### src/rtl/hazard_if.sv
// Bundles the pipeline-side hazard signals seen by the hazard scoreboard.
// The pipeline drives the master side and the scoreboard is the slave.
interface hazard_if #(
  parameter int REG_BITS = 5,
  parameter int CNT_BITS = 16
);
  // FD-stage instruction
  logic [REG_BITS-1:0] fd_rs;
  logic [REG_BITS-1:0] fd_rt;
  logic                fd_rs_used;
  logic                fd_rt_used;
  logic                fd_is_md;

  // DX-stage instruction
  logic [REG_BITS-1:0] dx_rs;
  logic [REG_BITS-1:0] dx_rt;
  logic [REG_BITS-1:0] dx_rd;
  logic                dx_we;
  logic                dx_is_load;

  // Multicycle launch out of DX
  logic                md_start;
  logic [REG_BITS-1:0] md_rd;

  // Later-stage writers
  logic [REG_BITS-1:0] xm_rd;
  logic [REG_BITS-1:0] mw_rd;
  logic                xm_we;
  logic                mw_we;

  // Hazard unit results
  logic [1:0]          a_sel;
  logic [1:0]          b_sel;
  logic                stall;
  logic                md_busy;
  logic                md_overlap_err;
  logic [CNT_BITS-1:0] stall_count;

  modport master (
    output fd_rs, fd_rt, fd_rs_used, fd_rt_used, fd_is_md,
    output dx_rs, dx_rt, dx_rd, dx_we, dx_is_load,
    output md_start, md_rd,
    output xm_rd, mw_rd, xm_we, mw_we,
    input  a_sel, b_sel, stall, md_busy, md_overlap_err, stall_count
  );

  modport slave (
    input  fd_rs, fd_rt, fd_rs_used, fd_rt_used, fd_is_md,
    input  dx_rs, dx_rt, dx_rd, dx_we, dx_is_load,
    input  md_start, md_rd,
    input  xm_rd, mw_rd, xm_we, mw_we,
    output a_sel, b_sel, stall, md_busy, md_overlap_err, stall_count
  );
endinterface

### src/rtl/hazard_scoreboard.sv
// DX operand forwarding selects, FD load-use / mult-div stall generation and a
// single-entry cycle-counting scoreboard for one in-flight multicycle operation.
module hazard_scoreboard #(
  parameter int REG_BITS   = 5,
  parameter int MD_LATENCY = 32,
  parameter int CNT_BITS   = 16
) (
  input  logic     clock,
  input  logic     reset,
  hazard_if.slave  bus
);

  typedef enum logic {
    S_IDLE = 1'b0,
    S_BUSY = 1'b1
  } state_e;

  localparam logic [1:0] SEL_RF = 2'd0;
  localparam logic [1:0] SEL_XM = 2'd1;
  localparam logic [1:0] SEL_MW = 2'd2;

  // The counter runs MD_LATENCY-1 down to 0, giving MD_LATENCY busy cycles.
  localparam logic [7:0] CNT_RELOAD = 8'(MD_LATENCY - 1);

  state_e                state_q, state_d;
  logic [REG_BITS-1:0]   pend_rd_q, pend_rd_d;
  logic [7:0]            cnt_q, cnt_d;
  logic                  overlap_q, overlap_d;
  logic [CNT_BITS-1:0]   stall_cnt_q, stall_cnt_d;

  logic                  load_use_stall;
  logic                  md_stall;
  logic                  stall;

  // XM is the younger producer, so it wins over MW; register 0 never forwards.
  function automatic logic [1:0] fwd_sel(
    input logic [REG_BITS-1:0] src,
    input logic [REG_BITS-1:0] xm_rd,
    input logic                xm_we,
    input logic [REG_BITS-1:0] mw_rd,
    input logic                mw_we
  );
    logic [1:0] sel;
    sel = SEL_RF;
    if (src != '0) begin
      if (xm_we && (xm_rd == src))      sel = SEL_XM;
      else if (mw_we && (mw_rd == src)) sel = SEL_MW;
    end
    return sel;
  endfunction

  assign bus.a_sel = fwd_sel(bus.dx_rs, bus.xm_rd, bus.xm_we, bus.mw_rd, bus.mw_we);
  assign bus.b_sel = fwd_sel(bus.dx_rt, bus.xm_rd, bus.xm_we, bus.mw_rd, bus.mw_we);

  assign load_use_stall = bus.dx_is_load && bus.dx_we && (bus.dx_rd != '0) &&
                          ((bus.fd_rs_used && (bus.fd_rs == bus.dx_rd)) ||
                           (bus.fd_rt_used && (bus.fd_rt == bus.dx_rd)));

  // Any new mult/div must wait behind the outstanding one, as must readers of its rd.
  assign md_stall = (state_q == S_BUSY) &&
                    (bus.fd_is_md ||
                     ((pend_rd_q != '0) &&
                      ((bus.fd_rs_used && (bus.fd_rs == pend_rd_q)) ||
                       (bus.fd_rt_used && (bus.fd_rt == pend_rd_q)))));

  assign stall = load_use_stall || md_stall;

  assign bus.stall          = stall;
  assign bus.md_busy        = (state_q == S_BUSY);
  assign bus.md_overlap_err = overlap_q;
  assign bus.stall_count    = stall_cnt_q;

  // NOTE: every variable written here gets a default first, so no path can infer a latch.
  always_comb begin
    state_d   = state_q;
    pend_rd_d = pend_rd_q;
    cnt_d     = cnt_q;
    overlap_d = overlap_q;

    unique case (state_q)
      S_IDLE: begin
        if (bus.md_start) begin
          state_d   = S_BUSY;
          pend_rd_d = bus.md_rd;
          cnt_d     = CNT_RELOAD;
        end
      end
      S_BUSY: begin
        if (cnt_q == 8'd0) begin
          if (bus.md_start) begin
            pend_rd_d = bus.md_rd;
            cnt_d     = CNT_RELOAD;
          end else begin
            state_d   = S_IDLE;
          end
        end else begin
          cnt_d = cnt_q - 8'd1;
          if (bus.md_start) overlap_d = 1'b1;
        end
      end
      default: state_d = S_IDLE;
    endcase
  end

  always_comb begin
    stall_cnt_d = stall_cnt_q;
    if (stall && (stall_cnt_q != '1)) stall_cnt_d = stall_cnt_q + 1'b1;
  end

  // NOTE: state uses non-blocking assignments so every flop samples pre-edge values.
  always_ff @(posedge clock) begin
    if (reset) begin
      state_q     <= S_IDLE;
      pend_rd_q   <= '0;
      cnt_q       <= '0;
      overlap_q   <= 1'b0;
      stall_cnt_q <= '0;
    end else begin
      state_q     <= state_d;
      pend_rd_q   <= pend_rd_d;
      cnt_q       <= cnt_d;
      overlap_q   <= overlap_d;
      stall_cnt_q <= stall_cnt_d;
    end
  end

endmodule

### src/flat_wrapper.sv
// flat-port wrapper written by rule: the top's interface ports become plain ports
module hazard_scoreboard_flat 
#(
  parameter int REG_BITS   = 5,
  parameter int MD_LATENCY = 32,
  parameter int CNT_BITS   = 16
)
  (clock, reset, bus_fd_rs, bus_fd_rt, bus_fd_rs_used, bus_fd_rt_used, bus_fd_is_md, bus_dx_rs, bus_dx_rt, bus_dx_rd, bus_dx_we, bus_dx_is_load, bus_md_start, bus_md_rd, bus_xm_rd, bus_mw_rd, bus_xm_we, bus_mw_we, bus_a_sel, bus_b_sel, bus_stall, bus_md_busy, bus_md_overlap_err, bus_stall_count);
  hazard_if #(.REG_BITS(REG_BITS), .CNT_BITS(CNT_BITS)) bus_i ();
  input  logic clock;
  input  logic reset;
  input wire logic [$bits(bus_i.fd_rs)-1:0] bus_fd_rs;
  input wire logic [$bits(bus_i.fd_rt)-1:0] bus_fd_rt;
  input wire logic [$bits(bus_i.fd_rs_used)-1:0] bus_fd_rs_used;
  input wire logic [$bits(bus_i.fd_rt_used)-1:0] bus_fd_rt_used;
  input wire logic [$bits(bus_i.fd_is_md)-1:0] bus_fd_is_md;
  input wire logic [$bits(bus_i.dx_rs)-1:0] bus_dx_rs;
  input wire logic [$bits(bus_i.dx_rt)-1:0] bus_dx_rt;
  input wire logic [$bits(bus_i.dx_rd)-1:0] bus_dx_rd;
  input wire logic [$bits(bus_i.dx_we)-1:0] bus_dx_we;
  input wire logic [$bits(bus_i.dx_is_load)-1:0] bus_dx_is_load;
  input wire logic [$bits(bus_i.md_start)-1:0] bus_md_start;
  input wire logic [$bits(bus_i.md_rd)-1:0] bus_md_rd;
  input wire logic [$bits(bus_i.xm_rd)-1:0] bus_xm_rd;
  input wire logic [$bits(bus_i.mw_rd)-1:0] bus_mw_rd;
  input wire logic [$bits(bus_i.xm_we)-1:0] bus_xm_we;
  input wire logic [$bits(bus_i.mw_we)-1:0] bus_mw_we;
  output wire logic [$bits(bus_i.a_sel)-1:0] bus_a_sel;
  output wire logic [$bits(bus_i.b_sel)-1:0] bus_b_sel;
  output wire logic [$bits(bus_i.stall)-1:0] bus_stall;
  output wire logic [$bits(bus_i.md_busy)-1:0] bus_md_busy;
  output wire logic [$bits(bus_i.md_overlap_err)-1:0] bus_md_overlap_err;
  output wire logic [$bits(bus_i.stall_count)-1:0] bus_stall_count;
  assign bus_i.fd_rs = bus_fd_rs;
  assign bus_i.fd_rt = bus_fd_rt;
  assign bus_i.fd_rs_used = bus_fd_rs_used;
  assign bus_i.fd_rt_used = bus_fd_rt_used;
  assign bus_i.fd_is_md = bus_fd_is_md;
  assign bus_i.dx_rs = bus_dx_rs;
  assign bus_i.dx_rt = bus_dx_rt;
  assign bus_i.dx_rd = bus_dx_rd;
  assign bus_i.dx_we = bus_dx_we;
  assign bus_i.dx_is_load = bus_dx_is_load;
  assign bus_i.md_start = bus_md_start;
  assign bus_i.md_rd = bus_md_rd;
  assign bus_i.xm_rd = bus_xm_rd;
  assign bus_i.mw_rd = bus_mw_rd;
  assign bus_i.xm_we = bus_xm_we;
  assign bus_i.mw_we = bus_mw_we;
  assign bus_a_sel = bus_i.a_sel;
  assign bus_b_sel = bus_i.b_sel;
  assign bus_stall = bus_i.stall;
  assign bus_md_busy = bus_i.md_busy;
  assign bus_md_overlap_err = bus_i.md_overlap_err;
  assign bus_stall_count = bus_i.stall_count;
  hazard_scoreboard #(.REG_BITS(REG_BITS), .MD_LATENCY(MD_LATENCY), .CNT_BITS(CNT_BITS)) u_core (.clock(clock), .reset(reset), .bus(bus_i));
endmodule
### config.mk
export PLATFORM = sky130hd
export DESIGN_NAME = hazard_scoreboard_flat
export DESIGN_NICKNAME = d
export VERILOG_FILES = /design/src/rtl/hazard_if.sv /design/src/rtl/hazard_scoreboard.sv /design/src/flat_wrapper.sv
export SDC_FILE = /design/constraint.sdc
export NUM_CORES = 1
export LEC_CHECK = 0
export ABC_AREA = 1
export CAP_MARGIN = 10
export CORE_AREA = 2 2 84 62
export CTS_CLUSTER_SIZE = 8
export DETAILED_ROUTE_END_ITERATION = 7
export DIE_AREA = 0 0 86 64
export HOLD_SLACK_MARGIN = 0.12
export PLACE_DENSITY = 0.84
export SYNTH_ARGS = -nofsm -noshare
export SYNTH_HDL_FRONTEND = slang
export SYNTH_SLANG_ARGS = --single-unit
export TNS_END_PERCENT = 5
### constraint.sdc
create_clock -name clock -period 3.3 [get_ports clock]
set_input_delay 0.66 -clock clock [delete_from_list [all_inputs] [get_ports clock]]
set_output_delay 0.66 -clock clock [all_outputs]
set_load 0.01 [all_outputs]
## After elaboration in Yosys (flattened, before gate mapping)

Cells that the tools add are included.
W data, S select, Z words.

- Memories kept: 0
- RAM bits: 0
- Word-level logic and storage cells: 58
- Output and inout port bits: 23
- ROM bits: 0
- Register bits after elaboration: 31
- Input bits: 50
- Latch bits: 0

- Add/subtract/negate cells: 2
- Order comparisons: 0
- $mul: 0
- Bitwise gates (word level): 2
- Shifts and indexed selects: 0
- Mux-type cells: 15
- Equal/unequal tests: 10
- Reductions and logical operators: 24
- Divide/modulo/power cells: 0

Operator list:

| cell | number |
|---|---|
| $eq A5 B5 Y1 | 8 |
| $reduce_bool A5 Y1 | 4 |
| $add A16 B1 Y16 const B | 1 |
| $mux W8 | 2 |
| $ne A16 B16 Y1 const B | 1 |
| $pmux W8 S2 | 1 |
| $logic_and A1 B1 Y1 | 14 |
| $mux W2 | 6 |
| $mux W5 | 2 |
| $pmux W5 S2 | 1 |
| $logic_not A8 Y1 | 1 |
| $sub A8 B1 Y8 const B | 1 |
| $logic_or A1 B1 Y1 | 4 |
| $reduce_and A3 Y1 | 1 |
| $mux W1 | 2 |
| $ne A2 B2 Y1 const B | 1 |
| $not A1 Y1 | 2 |
| $pmux W1 S2 | 1 |

## Depth between registers and ports, before layout

Gate-level depths: netlist (run 1).

- Depth after elaboration: 8
- Gate-level depth with buffers: 15
- Depth with buffers taken out: 14

## Worst setup path before layout (run 1)

OpenSTA, ideal clock, no wires.

- Kind: input to output
- Start: input port bus_dx_rs[0]
- End: output port bus_a_sel[1]
- Required time: 2.640 ns
- Path slack: 1.219 ns
- Buffers on the path: 0
- Stages on the path: 4
- Arrival time: 1.421 ns
- Path through: xor2_1 > nor3_1 > nand4_1 > nor4_1

- Word-level cells in the longest chain between the ends: 5
- Elaborated cells between the ends (all ways): 8

RTL lines:

| element | line | RTL |
|---|---|---|
| from (decl) | flat_wrapper.sv:17 | `input wire logic [$bits(bus_i.dx_rs)-1:0] bus_dx_rs;` |
| $eq A5 B5 Y1 | hazard_scoreboard.sv:47 | `else if (mw_we && (mw_rd == src)) sel = SEL_MW;` |
| $logic_and A1 B1 Y1 | hazard_scoreboard.sv:47 |  |
| $mux W2 | hazard_scoreboard.sv:47 |  |
| $mux W2 | hazard_scoreboard.sv:46 | `if (xm_we && (xm_rd == src)) sel = SEL_XM;` |
| $mux W2 (*) | hazard_scoreboard.sv:45 | `if (src != '0) begin` |
| to (decl) | flat_wrapper.sv:28 | `output wire logic [$bits(bus_i.a_sel)-1:0] bus_a_sel;` |

Mark *: on every way between the ends. The rest lies on a longest branch, timed or not.

## Worst setup path after layout (run 1)

- Start: input port bus_xm_rd[3]
- End: output port bus_a_sel[0]

- Word-level cells in the longest chain between the ends: 4

RTL lines:

| element | line | RTL |
|---|---|---|
| from (decl) | flat_wrapper.sv:24 | `input wire logic [$bits(bus_i.xm_rd)-1:0] bus_xm_rd;` |
| $eq A5 B5 Y1 | hazard_scoreboard.sv:46 |  |
| $logic_and A1 B1 Y1 | hazard_scoreboard.sv:46 |  |
| $mux W2 | hazard_scoreboard.sv:46 |  |
| $mux W2 | hazard_scoreboard.sv:45 |  |

No other way between the ends.

==> results of run 1 <==
==> synth_stat cells, types with 2 or more instances <==
cell / instances / area [um^2]
nand3_1: 25 / 125
nor2_1: 54 / 203
a31oi_1: 2 / 12.5
nor4_1: 6 / 37.5
buf_2: 3 / 15.0
inv_1: 63 / 236
nand4_1: 8 / 50.1
nor2_2: 4 / 25.0
o2111ai_1: 2 / 17.5
xor2_1: 7 / 61.3
nand2_1: 91 / 342
o21ai_0: 10 / 50.1
o22ai_1: 8 / 50.1
inv_2: 5 / 18.8
nand2_2: 6 / 37.5
dfxtp_1: 31 / 621
nor3_1: 7 / 35.0
buf_4: 2 / 15.0
a21oi_1: 26 / 130
ha_1: 3 / 37.5
xnor2_1: 4 / 35.0
==> worst min-delay path by stage <==
stage | slack (ns) | to | start
floorplan | 0.46 | u_core.cnt_q[7]$_SDFF_PP0_ | u_core.cnt_q[7]$_SDFF_PP0_
global placement | 0.44 | u_core.bus.md_overlap_err$_SDFFE_PP0P_ | u_core.bus.md_overlap_err$_SDFFE_PP0P_
detailed placement | 0.46 | u_core.bus.md_overlap_err$_SDFFE_PP0P_ | u_core.bus.md_overlap_err$_SDFFE_PP0P_
CTS | 0.47 | u_core.bus.md_overlap_err$_SDFFE_PP0P_ | u_core.bus.md_overlap_err$_SDFFE_PP0P_
global route | 0.49 | u_core.cnt_q[7]$_SDFF_PP0_ | u_core.cnt_q[7]$_SDFF_PP0_
finish | 0.47 | u_core.bus.md_overlap_err$_SDFFE_PP0P_ | u_core.bus.md_overlap_err$_SDFFE_PP0P_
==> cells in the final DEF (no fill, tap or decap), types with 2 or more instances in the layout <==
cell type        Yosys  routed
nor2_2               4       4
clkbuf_8             0       5
inv_1               63      63
a21oi_1             26      26
xnor2_1              4       4
nor3_1               7       7
nand2_2              6       6
nor2_1              54      54
ha_1                 3       3
dfxtp_1             31      31
nand4_1              8       8
xor2_1               7       7
a31oi_1              2       2
nand2_1             91      91
o22ai_1              8       8
o21ai_0             10      10
nor4_1               6       6
o2111ai_1            2       2
nand3_1             25      25
clkdlybuf4s50_1      0      72
inv_2                5       5
clkbuf_1             1       2
==> where the power goes <==
group          internal, W  leakage, nW  switching [W]
Combinational     0.000118         1.13       0.000131
Sequential        0.000393        0.253      0.0000164
Clock             0.000148       0.0422       0.000136
Total             0.000658         1.42       0.000283
==> worst max-delay path, delay by kind of cell <==
kind	cells	cell delay, ns
buffers and inverters	4	1.18
AO/OA/AOI/OAI	2	0.25
AND/OR/NAND/NOR	2	0.40
==> layer usage <==
metal / share of wire [%] / routed length (um) / vias up
met1: 50 / 3010 / 1131
li1: - / - / 1362
met5: 0 / 0 / -
met2: 43 / 2580 / 101
met4: 0.89 / 54 / 0
met3: 7.0 / 423 / 7
==> kinds of logic (layout without fill, tap and decap cells) <==
family | after synthesis | after routing | share of synthesized area (%)
XOR/XNOR | 11 | 11 | 4.24
AND/OR/NAND/NOR | 207 | 207 | 40.5
buffers and inverters | 75 | 149 | 13.2
adder cells (fa/ha/maj) | 3 | 3 | 1.65
AO/OA/AOI/OAI | 53 | 53 | 13.1
flip-flops | 31 | 31 | 27.3
==> through the flow <==
stage | instances | utilization (%)
after detailed placement | 503 | 65.1
after CTS | 511 | 66.8
after global placement | 503 | 65.1
after floorplan | 380 | -
final | 511 | 66.8
after global routing | 511 | 66.8
==> area by class of cell <==
class | count | area, um^2
Sequential cell | 31 | 621
Multi-Input combinational cell | 274 | 1350
Fill cell | 436 | 1540
Tap cell | 57 | 71.3
Clock inverter | 1 | 5.00
Inverter | 68 | 255
Clock buffer | 7 | 76.3
Timing Repair Buffer | 73 | 728
==> registers in the layout (all words and copies together) (netlist names) <==
name,cells
u_core.bus.stall_count,16
u_core.bus.md_busy,1
u_core.bus.md_overlap_err,1
u_core.pend_rd_q,5
u_core.cnt_q,8
==> impl_metrics.tcl, run 1 <==
set metrics [dict create \
    tritoncts.num_buffers 5 \
    drive_above_1_share_pct 5.73 \
    diode_insertion_count_for_antenna_repair 0 \
    postCtsResizedCells 0 \
    reg2reg_from "u_core.bus.stall_count[0]$_SDFFE_PP0P_" \
    report.power.total_w 0.000941 \
    synth-seq-area-share_pct 27.3 \
    cts_tree "built" \
    setup.worst_path.start "bus_xm_rd[3]" \
    vias 2601 \
    grt-busiest-layer "met2" \
    max_cap_viol_count 0 \
    setup_slack_of_the_most_critical_reg_to_reg_path_ns 1.46 \
    die_height_um 64 \
    worstPathArrival_ns 2.50 \
    tightest_slew_ns 0.754 \
    rows 21 \
    number_of_standard_cells_after_synthesis 380 \
    detail_route.vias_per_cell 5.09 \
    power.density_nw_per_um2 303 \
    crit_path_end_kind "output pin" \
    globalRouteMet1Util_pct 33.0 \
    path_cells "clkdlybuf4s50_1 -> inv_1 -> a21oi_1 -> o2111ai_1 -> nor4_1 -> inv_1 -> nor2_1 -> clkdlybuf4s50_1" \
    period_needed_ns 3.16 \
    detail_route.first_pass.iterations 6 \
    number_of_antenna_violations_at_the_first_check_in_global_routing 0 \
    core_region_um2 4650 \
    outcome "finished clean" \
    number_of_setup_violations_in_the_final_report 0 \
    overflow 0 \
    worst_r2r_path_depth 11 \
    setup_slack_at_placement_ns 0.158 \
    timing.hold.worst.class "flip-flop to flip-flop" \
    wire_length_of_the_first_global_routing_pass_um 10100 \
    finalWirelength_um 6070 \
    cells_on_worst_hold_path 2 \
    worst_setup_skew_after_layout_ns 0.00638 \
    post_dp_cell_area_um2 3030 \
    grt_setup_unrepaired "false" \
    area.growth.synth_to_final_pct 36.8 \
    fin_setup_tns_ns 0 \
    path_max_fanout 3 \
    ys.flop_type "dfxtp_1" \
    htree_num_levels 2 \
    timing.rr.end "u_core.bus.stall_count[15]$_SDFFE_PP0P_" \
    post_cts_buffers 0 \
    synth-seq-cells 31 \
    place_congestion 0.890 \
    via_count_of_the_first_global_routing_pass 2210 \
    effective_utilization_at_floorplan_pct 48.8 \
    synth_edf_count 0 \
    clk_latency_ns 0.28 \
    cts.hold.buffers_added 0 \
    hold_viol 0 \
    timing.final.crit_share_pct 95.9 \
    max_freq_mhz 316 \
    io_buffers 72 \
    fp.dieW_um 86 \
    cell_type_of_the_slowest_stage_on_the_worst_timing_path "clkdlybuf4s50_1" \
    critPathKind "primary input to output pin" \
    netlist-cell-type-count 34 \
    vdd_ir_drop_max_uv 237 \
    final.hold.worst_slack_ns 0.468 \
    clockBufferDepth 2 \
    cpPeakStageDelay_ns 0.54 \
    hpwlAfterDp_um 4750 \
    grtUsageTotal_pct 22.6 \
    pin_count_of_the_biggest_net_entering_global_routing 30 \
    pin_count 73 \
    total_leakage_power_nw 1.42 \
    ys_warn_count 0 \
    synthesis.area_um2 2270 \
    drv_slew 0 \
    worst_setup_path_endpoint "bus_a_sel[0]" \
    timing.max_slew.rel_slack_pct 49.7 \
    setup.worst_path.start_class "primary input" \
    cp.required_ns 2.64 \
    path_clk_slew_ns 0.06 \
    share_of_flip_flops_with_an_asynchronous_set_or_reset_pct 0 \
    avgRoutedWirePerCell_um 11.9 \
    die_area_um2 5500 \
    grt_use_met2_pct 33.7 \
    fin_nets 506 \
    ant_nets 0 \
    initial_drc_count 169 \
    postSynthAreaPerCell_um2 5.98 \
    final.setup.worst_slack_ns 0.135 \
    cts_sinks 31 \
    synth_nets 433 \
    layout.cell_area.non_filler_um2 3110 \
    route.detailed.drc 0 \
    grt_use_met3_pct 4.65 \
    clock_tree.root_cell "clkbuf_8" \
]
Note: power is estimated with default switching activity, not from simulation.
==> inputs of run 2 (changes only) <==
CTS_CLUSTER_DIAMETER = 200   (was default)
GPL_ROUTABILITY_DRIVEN = 1   (was default)
==> results of run 2 <==
No change in the layout: final DEF, timing and power equal those of run 1.
